### config.mk
export PLATFORM = sky130hd
export DESIGN_NAME = spring_particle_n
export DESIGN_NICKNAME = d
export VERILOG_FILES = /design/src/rtl/spring_particle_n.sv
export SDC_FILE = /design/constraint.sdc
export NUM_CORES = 2
export LEC_CHECK = 0
export ABC_AREA = 1
export CAP_MARGIN = 20
export CORE_ASPECT_RATIO = 0.75
export CORE_MARGIN = 2
export CORE_UTILIZATION = 55
export DETAILED_ROUTE_END_ITERATION = 12
export HOLD_SLACK_MARGIN = 0.12
export PLACE_DENSITY = 0.8
export RECOVER_POWER = 50
export REMOVE_ABC_BUFFERS = 1
export SLEW_MARGIN = 0
export SYNTH_ARGS = -nofsm -noshare
export SYNTH_HDL_FRONTEND = slang
export SYNTH_SLANG_ARGS = --single-unit
### constraint.sdc
create_clock -name clk -period 11.25 [get_ports clk]
set_clock_uncertainty 0.2 [all_clocks]
set_input_delay 3.375 -clock clk [delete_from_list [all_inputs] [get_ports clk]]
set_output_delay 3.375 -clock clk [all_outputs]
set_load 0.01 [all_outputs]
### src/rtl/spring_particle_n.sv
// One Verlet step of a spring-mass particle per start pulse. All neighbour terms
// share a single saturating fixed-point multiplier.
module spring_particle_n #(
  parameter int WIDTH       = 16,
  parameter int FRAC        = 4,
  parameter int N_NEIGH     = 3,
  parameter int GRID        = 256,
  parameter int INIT_X      = 128,
  parameter int INIT_Y      = 128,
  parameter int REST        = 64,
  parameter int MASS_SHIFT  = 3,
  parameter int DAMP_SHIFT  = 2,
  parameter int FORCE_SHIFT = 4
) (
  input  logic                       clk,
  input  logic                       reset,
  input  logic                       start,
  input  logic signed [WIDTH-1:0]    force_x,
  input  logic signed [WIDTH-1:0]    force_y,
  input  logic [N_NEIGH*WIDTH-1:0]   nb_x,
  input  logic [N_NEIGH*WIDTH-1:0]   nb_y,
  input  logic [N_NEIGH*WIDTH-1:0]   nb_vx,
  input  logic [N_NEIGH*WIDTH-1:0]   nb_vy,
  output logic                       busy,
  output logic                       done,
  output logic signed [WIDTH-1:0]    x,
  output logic signed [WIDTH-1:0]    y,
  output logic signed [WIDTH-1:0]    vel_x,
  output logic signed [WIDTH-1:0]    vel_y
);
  localparam int KW = (N_NEIGH > 1) ? $clog2(N_NEIGH) : 1;
  localparam logic [KW-1:0] K_LAST = KW'(N_NEIGH - 1);
  localparam logic signed [WIDTH-1:0] S_MAX    = {1'b0, {(WIDTH-1){1'b1}}};
  localparam logic signed [WIDTH-1:0] S_MIN    = {1'b1, {(WIDTH-1){1'b0}}};
  localparam logic signed [WIDTH-1:0] X_RST    = WIDTH'(INIT_X);
  localparam logic signed [WIDTH-1:0] Y_RST    = WIDTH'(INIT_Y);
  localparam logic signed [WIDTH-1:0] GRID_W   = WIDTH'(GRID);
  localparam logic signed [WIDTH-1:0] GRID_TOP = WIDTH'(GRID - 1);
  localparam logic signed [WIDTH-1:0] REST_W   = WIDTH'(REST);

  typedef enum logic [3:0] {
    S_IDLE, S_INT, S_DX, S_MX, S_MY, S_DIST, S_DMPX, S_DMPY,
    S_DAMP, S_FX, S_FY, S_CLAMP, S_DONE
  } state_t;

  function automatic logic signed [WIDTH-1:0] sat_ext(input logic signed [WIDTH:0] v);
    if (v[WIDTH] != v[WIDTH-1]) return v[WIDTH] ? S_MIN : S_MAX;
    return v[WIDTH-1:0];
  endfunction

  function automatic logic signed [WIDTH-1:0] add_s(input logic signed [WIDTH-1:0] a,
                                                    input logic signed [WIDTH-1:0] b);
    return sat_ext({a[WIDTH-1], a} + {b[WIDTH-1], b});
  endfunction

  function automatic logic signed [WIDTH-1:0] sub_s(input logic signed [WIDTH-1:0] a,
                                                    input logic signed [WIDTH-1:0] b);
    return sat_ext({a[WIDTH-1], a} - {b[WIDTH-1], b});
  endfunction

  state_t state_q, state_d;
  logic [KW-1:0] k_q, k_d;
  logic signed [WIDTH-1:0] x_q, x_d, y_q, y_d, x_old_q, x_old_d, y_old_q, y_old_d;
  logic signed [WIDTH-1:0] vel_x_q, vel_x_d, vel_y_q, vel_y_d, ax_q, ax_d, ay_q, ay_d;
  logic signed [WIDTH-1:0] dx_q, dx_d, dy_q, dy_d, dx2_q, dx2_d, dy2_q, dy2_d;
  logic signed [WIDTH-1:0] disp_q, disp_d, rvx_q, rvx_d, rvy_q, rvy_d;
  logic signed [WIDTH-1:0] dpx_q, dpx_d, dpy_q, dpy_d, damp_q, damp_d;
  logic busy_q, busy_d, done_q, done_d;

  logic signed [WIDTH-1:0] nbx_k, nby_k, nbvx_k, nbvy_k;
  logic signed [WIDTH-1:0] xn, yn, dsum, spring_f;
  logic signed [WIDTH-1:0] mul_a, mul_b, prod;
  logic signed [2*WIDTH-1:0] prod_full, prod_sh;
  logic last_k;

  assign nbx_k  = nb_x[k_q*WIDTH +: WIDTH];
  assign nby_k  = nb_y[k_q*WIDTH +: WIDTH];
  assign nbvx_k = nb_vx[k_q*WIDTH +: WIDTH];
  assign nbvy_k = nb_vy[k_q*WIDTH +: WIDTH];
  assign last_k = (k_q == K_LAST);

  assign xn = add_s(add_s(sub_s(add_s(x_q, x_q), x_old_q), ax_q >>> 2), force_x >>> FORCE_SHIFT);
  assign yn = add_s(add_s(sub_s(add_s(y_q, y_q), y_old_q), ay_q >>> 2), force_y >>> FORCE_SHIFT);
  assign dsum     = add_s(dx2_q, dy2_q);
  assign spring_f = add_s(disp_q >>> MASS_SHIFT, damp_q);

  // The only multiplier: product rescaled by FRAC, then saturated back to WIDTH.
  assign prod_full = (2*WIDTH)'(mul_a) * (2*WIDTH)'(mul_b);
  assign prod_sh   = prod_full >>> FRAC;
  assign prod = ((&prod_sh[2*WIDTH-1:WIDTH-1]) || !(|prod_sh[2*WIDTH-1:WIDTH-1]))
              ? prod_sh[WIDTH-1:0] : (prod_sh[2*WIDTH-1] ? S_MIN : S_MAX);

  always_comb begin
    mul_a = '0;
    mul_b = '0;
    case (state_q)
      S_MX:    begin mul_a = dx_q;     mul_b = dx_q;        end
      S_MY:    begin mul_a = dy_q;     mul_b = dy_q;        end
      S_DMPX:  begin mul_a = rvx_q;    mul_b = dx_q;        end
      S_DMPY:  begin mul_a = rvy_q;    mul_b = dy_q;        end
      S_FX:    begin mul_a = spring_f; mul_b = dx_q >>> 2;  end
      S_FY:    begin mul_a = spring_f; mul_b = dy_q >>> 2;  end
      default: ;
    endcase
  end

  always_comb begin
    state_d = state_q;  k_d = k_q;
    x_d = x_q;          y_d = y_q;
    x_old_d = x_old_q;  y_old_d = y_old_q;
    vel_x_d = vel_x_q;  vel_y_d = vel_y_q;
    ax_d = ax_q;        ay_d = ay_q;
    dx_d = dx_q;        dy_d = dy_q;
    dx2_d = dx2_q;      dy2_d = dy2_q;
    disp_d = disp_q;    rvx_d = rvx_q;    rvy_d = rvy_q;
    dpx_d = dpx_q;      dpy_d = dpy_q;    damp_d = damp_q;
    done_d = 1'b0;
    case (state_q)
      S_IDLE: if (start) state_d = S_INT;
      S_INT: begin
        x_old_d = x_q;
        y_old_d = y_q;
        vel_x_d = sub_s(xn, x_q) >>> 1;
        vel_y_d = sub_s(yn, y_q) >>> 1;
        x_d     = xn;
        y_d     = yn;
        ax_d    = '0;
        ay_d    = '0;
        k_d     = '0;
        state_d = S_DX;
      end
      S_DX: begin
        dx_d    = sub_s(x_q, nbx_k);
        dy_d    = sub_s(y_q, nby_k);
        state_d = S_MX;
      end
      S_MX: begin dx2_d = prod; state_d = S_MY;   end
      S_MY: begin dy2_d = prod; state_d = S_DIST; end
      S_DIST: begin
        // Coincident neighbour exerts no force; move straight on to the next one.
        if (dsum <= 0) begin
          if (last_k) state_d = S_CLAMP;
          else begin k_d = k_q + KW'(1); state_d = S_DX; end
        end else begin
          disp_d  = sub_s(dsum, REST_W);
          rvx_d   = sub_s(vel_x_q, nbvx_k);
          rvy_d   = sub_s(vel_y_q, nbvy_k);
          state_d = S_DMPX;
        end
      end
      S_DMPX: begin dpx_d = prod; state_d = S_DMPY; end
      S_DMPY: begin dpy_d = prod; state_d = S_DAMP; end
      S_DAMP: begin damp_d = add_s(dpx_q, dpy_q) >>> DAMP_SHIFT; state_d = S_FX; end
      S_FX:   begin ax_d = sub_s(ax_q, prod); state_d = S_FY; end
      S_FY: begin
        ay_d = sub_s(ay_q, prod);
        if (last_k) state_d = S_CLAMP;
        else begin k_d = k_q + KW'(1); state_d = S_DX; end
      end
      S_CLAMP: begin
        if (x_q[WIDTH-1]) begin x_d = '0; vel_x_d = -(vel_x_q >>> 1); end
        else if (x_q >= GRID_W) begin x_d = GRID_TOP; vel_x_d = -(vel_x_q >>> 1); end
        if (y_q[WIDTH-1]) begin y_d = '0; vel_y_d = -(vel_y_q >>> 1); end
        else if (y_q >= GRID_W) begin y_d = GRID_TOP; vel_y_d = -(vel_y_q >>> 1); end
        done_d  = 1'b1;
        state_d = S_DONE;
      end
      S_DONE:  state_d = S_IDLE;
      default: state_d = S_IDLE;
    endcase
    busy_d = (state_d != S_IDLE);
  end

  always_ff @(posedge clk) begin
    if (reset) begin
      state_q <= S_IDLE;  k_q <= '0;
      x_q <= X_RST;       y_q <= Y_RST;
      x_old_q <= X_RST;   y_old_q <= Y_RST;
      vel_x_q <= '0;      vel_y_q <= '0;
      ax_q <= '0;         ay_q <= '0;
      dx_q <= '0;         dy_q <= '0;
      dx2_q <= '0;        dy2_q <= '0;
      disp_q <= '0;       rvx_q <= '0;     rvy_q <= '0;
      dpx_q <= '0;        dpy_q <= '0;     damp_q <= '0;
      busy_q <= 1'b0;     done_q <= 1'b0;
    end else begin
      state_q <= state_d; k_q <= k_d;
      x_q <= x_d;         y_q <= y_d;
      x_old_q <= x_old_d; y_old_q <= y_old_d;
      vel_x_q <= vel_x_d; vel_y_q <= vel_y_d;
      ax_q <= ax_d;       ay_q <= ay_d;
      dx_q <= dx_d;       dy_q <= dy_d;
      dx2_q <= dx2_d;     dy2_q <= dy2_d;
      disp_q <= disp_d;   rvx_q <= rvx_d;  rvy_q <= rvy_d;
      dpx_q <= dpx_d;     dpy_q <= dpy_d;  damp_q <= damp_d;
      busy_q <= busy_d;   done_q <= done_d;
    end
  end

  assign busy  = busy_q;
  assign done  = done_q;
  assign x     = x_q;
  assign y     = y_q;
  assign vel_x = vel_x_q;
  assign vel_y = vel_y_q;
endmodule

==> results.yml <==
clock_network:
  clock-sinks: 291
  clk_pin_slew_ps: 70
  clockBufferDepth: 3
  clock-root-buffer: "clkbuf_16"
  cts_buffers: 30
  h-tree-depth: 1
  clkLatencyLatePin_ps: 620
  cts_tree: "done"
  ctsHoldBuffers: 0
timing:
  fin_crit_ps: 10970
  max_slew_margin_pct: -154
  setup_viol: 0
  tns_ps: 0
  timing.final.crit_share_pct: 97.5
  rsz0062_at_grt: "yes"
  finalHoldViolations: 0
  drv_slew: 188
  max_freq_mhz: 91.1
  tightest_slew_ps: 3810
final_layout:
  multi_input_comb_area_um2: 28400
  fill_cells: 5547
  fin_cells: 6895
  drive_above_1_share_pct: 12.7
  fin_nets: 6866
  diodes: 0
  ff_latch_area_um2: 5830
  area.growth.synth_to_final_pct: 23.7
min_path:
  hold_depth: 2
  min_path_type: "reg -> reg"
synthesis:
  yosys.area.top_type: "dfxtp_1"
  yosys-top-cells-area: "dfxtp_1 (16%), fa_1 (15%), ha_1 (12%), nand2_1 (9.6%), inv_1 (9.0%)"
  yosysWarnings: 0
  yosys.area.top_type_share_pct: 15.6
  syn_avg_cell_area_um2: 6.88
  synth_edf_count: 0
  post_synth_instance_area_um2: 37300
  synth_cells: 5417
  synth-seq-cells: 291
  synthDistinctLibCells: 56
  synth-main-ff-cell: "dfxtp_1"
  seq_area_frac_synth_pct: 15.6
  synthArstFlopShare_pct: 0
routing:
  post_drt_wl_per_cell_um: 18.8
  via_per_inst: 5.76
  drcViolationCount: 0
  first_iter_violations: 4569
  dr.pass1.iters: 6
  routed_wl_mm: 130
  num_vias: 39730
  antenna_left: 0
placed_design:
  gp_congestion: 1.03
  placed_cells: 6811
  io_buffers: 284
  dp_hpwl_mm: 102
worst_setup_path:
  critPathRequiredTime_ps: 11570
  cpMostUsedCell: "nand2_1"
  crit_fanout: 7
  path_class: "reg -> reg"
  cp-start-kind: "register"
  crit_slowest_cell: "o21ai_0"
  max_stage_delay_ps: 730
  worst_r2r_path_depth: 60
  end_kind: "register"
  worstPathArrival_ps: 11290
global_route:
  grt_usage_pct: 35.5
  grt_pass1_vias: 37146
  grt-ovfl-total: 0
  grt_pass1_wl_mm: 200
  grt_max_degree: 87
  antenna_found_initial: 4
die:
  io_pins: 293
  dieWidth_um: 305
  fp.dieH_um: 229
  core_region_area_um2: 66900
  rows: 82
  die_area_um2: 69900
  initial_core_util_pct: 55.7
status:
  outcome: "finished with violations"
  violations: "max-capacitance violations, max-slew violations"
flow_run:
  cap_violations: 3
[routing by layer]
layer | global-route usage [%] | routed length (um) | vias to the layer above
li1 | - | - | 18864
met1 | 50.3 | 54800 | 18591
met2 | 55.2 | 56300 | 1993
met3 | 7.34 | 14600 | 274
met4 | 8.35 | 4000 | 8
met5 | 0.616 | 102 | -
[sequential cells by signal, summed over array words and instances, names as in the netlist]
| register | count |
|---|---|
| ax_q | 16 |
| ay_q | 16 |
| busy | 1 |
| damp_q | 14 |
| disp_q | 13 |
| done | 1 |
| dpx_q | 16 |
| dpy_q | 16 |
| dx2_q | 16 |
| dx_q | 16 |
| dy2_q | 16 |
| dy_q | 16 |
| k_q | 2 |
| rvx_q | 16 |
| rvy_q | 16 |
| state_q | 4 |
| vel_x | 16 |
| vel_y | 16 |
| x | 16 |
| x_old_q | 16 |
| y | 16 |
| y_old_q | 16 |
[cells in the mapped netlist, types with 3 or more instances]
library cell / instances
inv_2: 9
buf_2: 6
dfxtp_1: 291
clkinv_1: 12
o221ai_1: 15
nor2_4: 4
xnor2_1: 75
buf_1: 9
or2_2: 24
nand3b_1: 7
xor2_1: 149
clkbuf_1: 157
nand4_1: 23
nand2_2: 16
nand3_1: 151
a2bb2oi_1: 56
nand2_4: 10
o31ai_1: 20
fa_1: 278
inv_1: 891
o2111ai_1: 10
o22ai_1: 18
nor2_1: 500
nor3_1: 71
o21a_1: 12
a221oi_1: 52
a32oi_1: 4
a21oi_1: 627
and2_1: 3
nor4_1: 11
o21ai_1: 17
o21ai_0: 429
o21bai_1: 22
a31oi_1: 31
a21boi_0: 9
a21o_1: 17
a211oi_1: 12
nand2_1: 955
ha_1: 370
o211ai_1: 19
[stage by stage]
| step | util [%] | hold WS (ps) | setup slack, ps | cell area, um2 |
|---|---|---|---|---|
| finish | 68.9 | 266 | 279 | 46100 |
| global route | 68.9 | 282 | -235 | 46100 |
| CTS | 66.9 | 265 | 7.06 | 44800 |
| detailed placement | 65.3 | 255 | -224 | 43700 |
| global placement | 65.3 | 255 | -24.4 | 43700 |
| floorplan | - | 239 | 416 | 36600 |
[repair_timing]
action	4_1_cts	5_1_grt
gates resized for setup	7	269
setup endpoints to repair	31	64
hold endpoints to repair	0	0
buffers inserted	0	26
cloned	0	3
pin swaps	0	90
[worst max-delay path, delay by kind of cell (launching register included)]
| family | cells | cell delay [ps] |
|---|---|---|
| buffers and inverters | 16 | 1710 |
| AO/OA/AOI/OAI | 9 | 1620 |
| adder cells (fa/ha/maj) | 10 | 3820 |
| XOR/XNOR | 1 | 190 |
| AND/OR/NAND/NOR | 24 | 2960 |
| flip-flops | 1 | 380 |
[layout by cell type, fill, tap and decap left out, drive strengths merged, types with 40 or more instances in the layout]
cell type | Yosys | final
dfxtp | 291 | 291
ha | 370 | 370
clkdlybuf4s50 | 0 | 236
inv | 900 | 903
nand3 | 153 | 153
nor3 | 71 | 71
a2bb2oi | 56 | 56
buf | 18 | 431
nand2 | 981 | 982
xnor2 | 75 | 75
a21oi | 628 | 628
clkbuf | 157 | 40
o21ai | 446 | 446
xor2 | 149 | 149
fa | 278 | 278
dlygate4sd3 | 0 | 47
nor2 | 504 | 504
a221oi | 52 | 52
[logic make-up (layout without fill, tap and decap cells)]
group,Yosys count,count (layout),share of synthesized area (%)
buffers and inverters,1087,1682,11.0
DFF,291,291,15.6
AOI/OAI and AO/OA,1386,1386,21.1
xor gates and xnor gates,224,224,5.27
and+or+nand+nor,1781,1782,19.6
adders and majority gates,648,648,27.4
[path summary, 6_finish.rpt]
check / start / slack, ps / to
worst max-delay path: disp_q[3]$_SDFFE_PP0P_ / 280 / ax_q[7]$_SDFFE_PP0P_
worst min-delay path: ay_q[0]$_SDFFE_PP0P_ / 270 / ay_q[0]$_SDFFE_PP0P_
worst max register to register: disp_q[3]$_SDFFE_PP0P_ / 280 / ax_q[7]$_SDFFE_PP0P_
worst min register to register: ay_q[0]$_SDFFE_PP0P_ / 270 / ay_q[0]$_SDFFE_PP0P_
[cell type report]
class / count / area share [%]
repair buffers: 716 / 13.6
well taps: 882 / 2.39
flip-flops and latches: 291 / 12.7
inverters: 912 / 7.45
clock buffers: 38 / 1.76
multi-input cells: 4040 / 61.7
clock inverters: 16 / 0.489
Power is left out: the tool's default activity adds up to more than one toggle a clock period on the data nets, which glitch-free logic cannot reach.
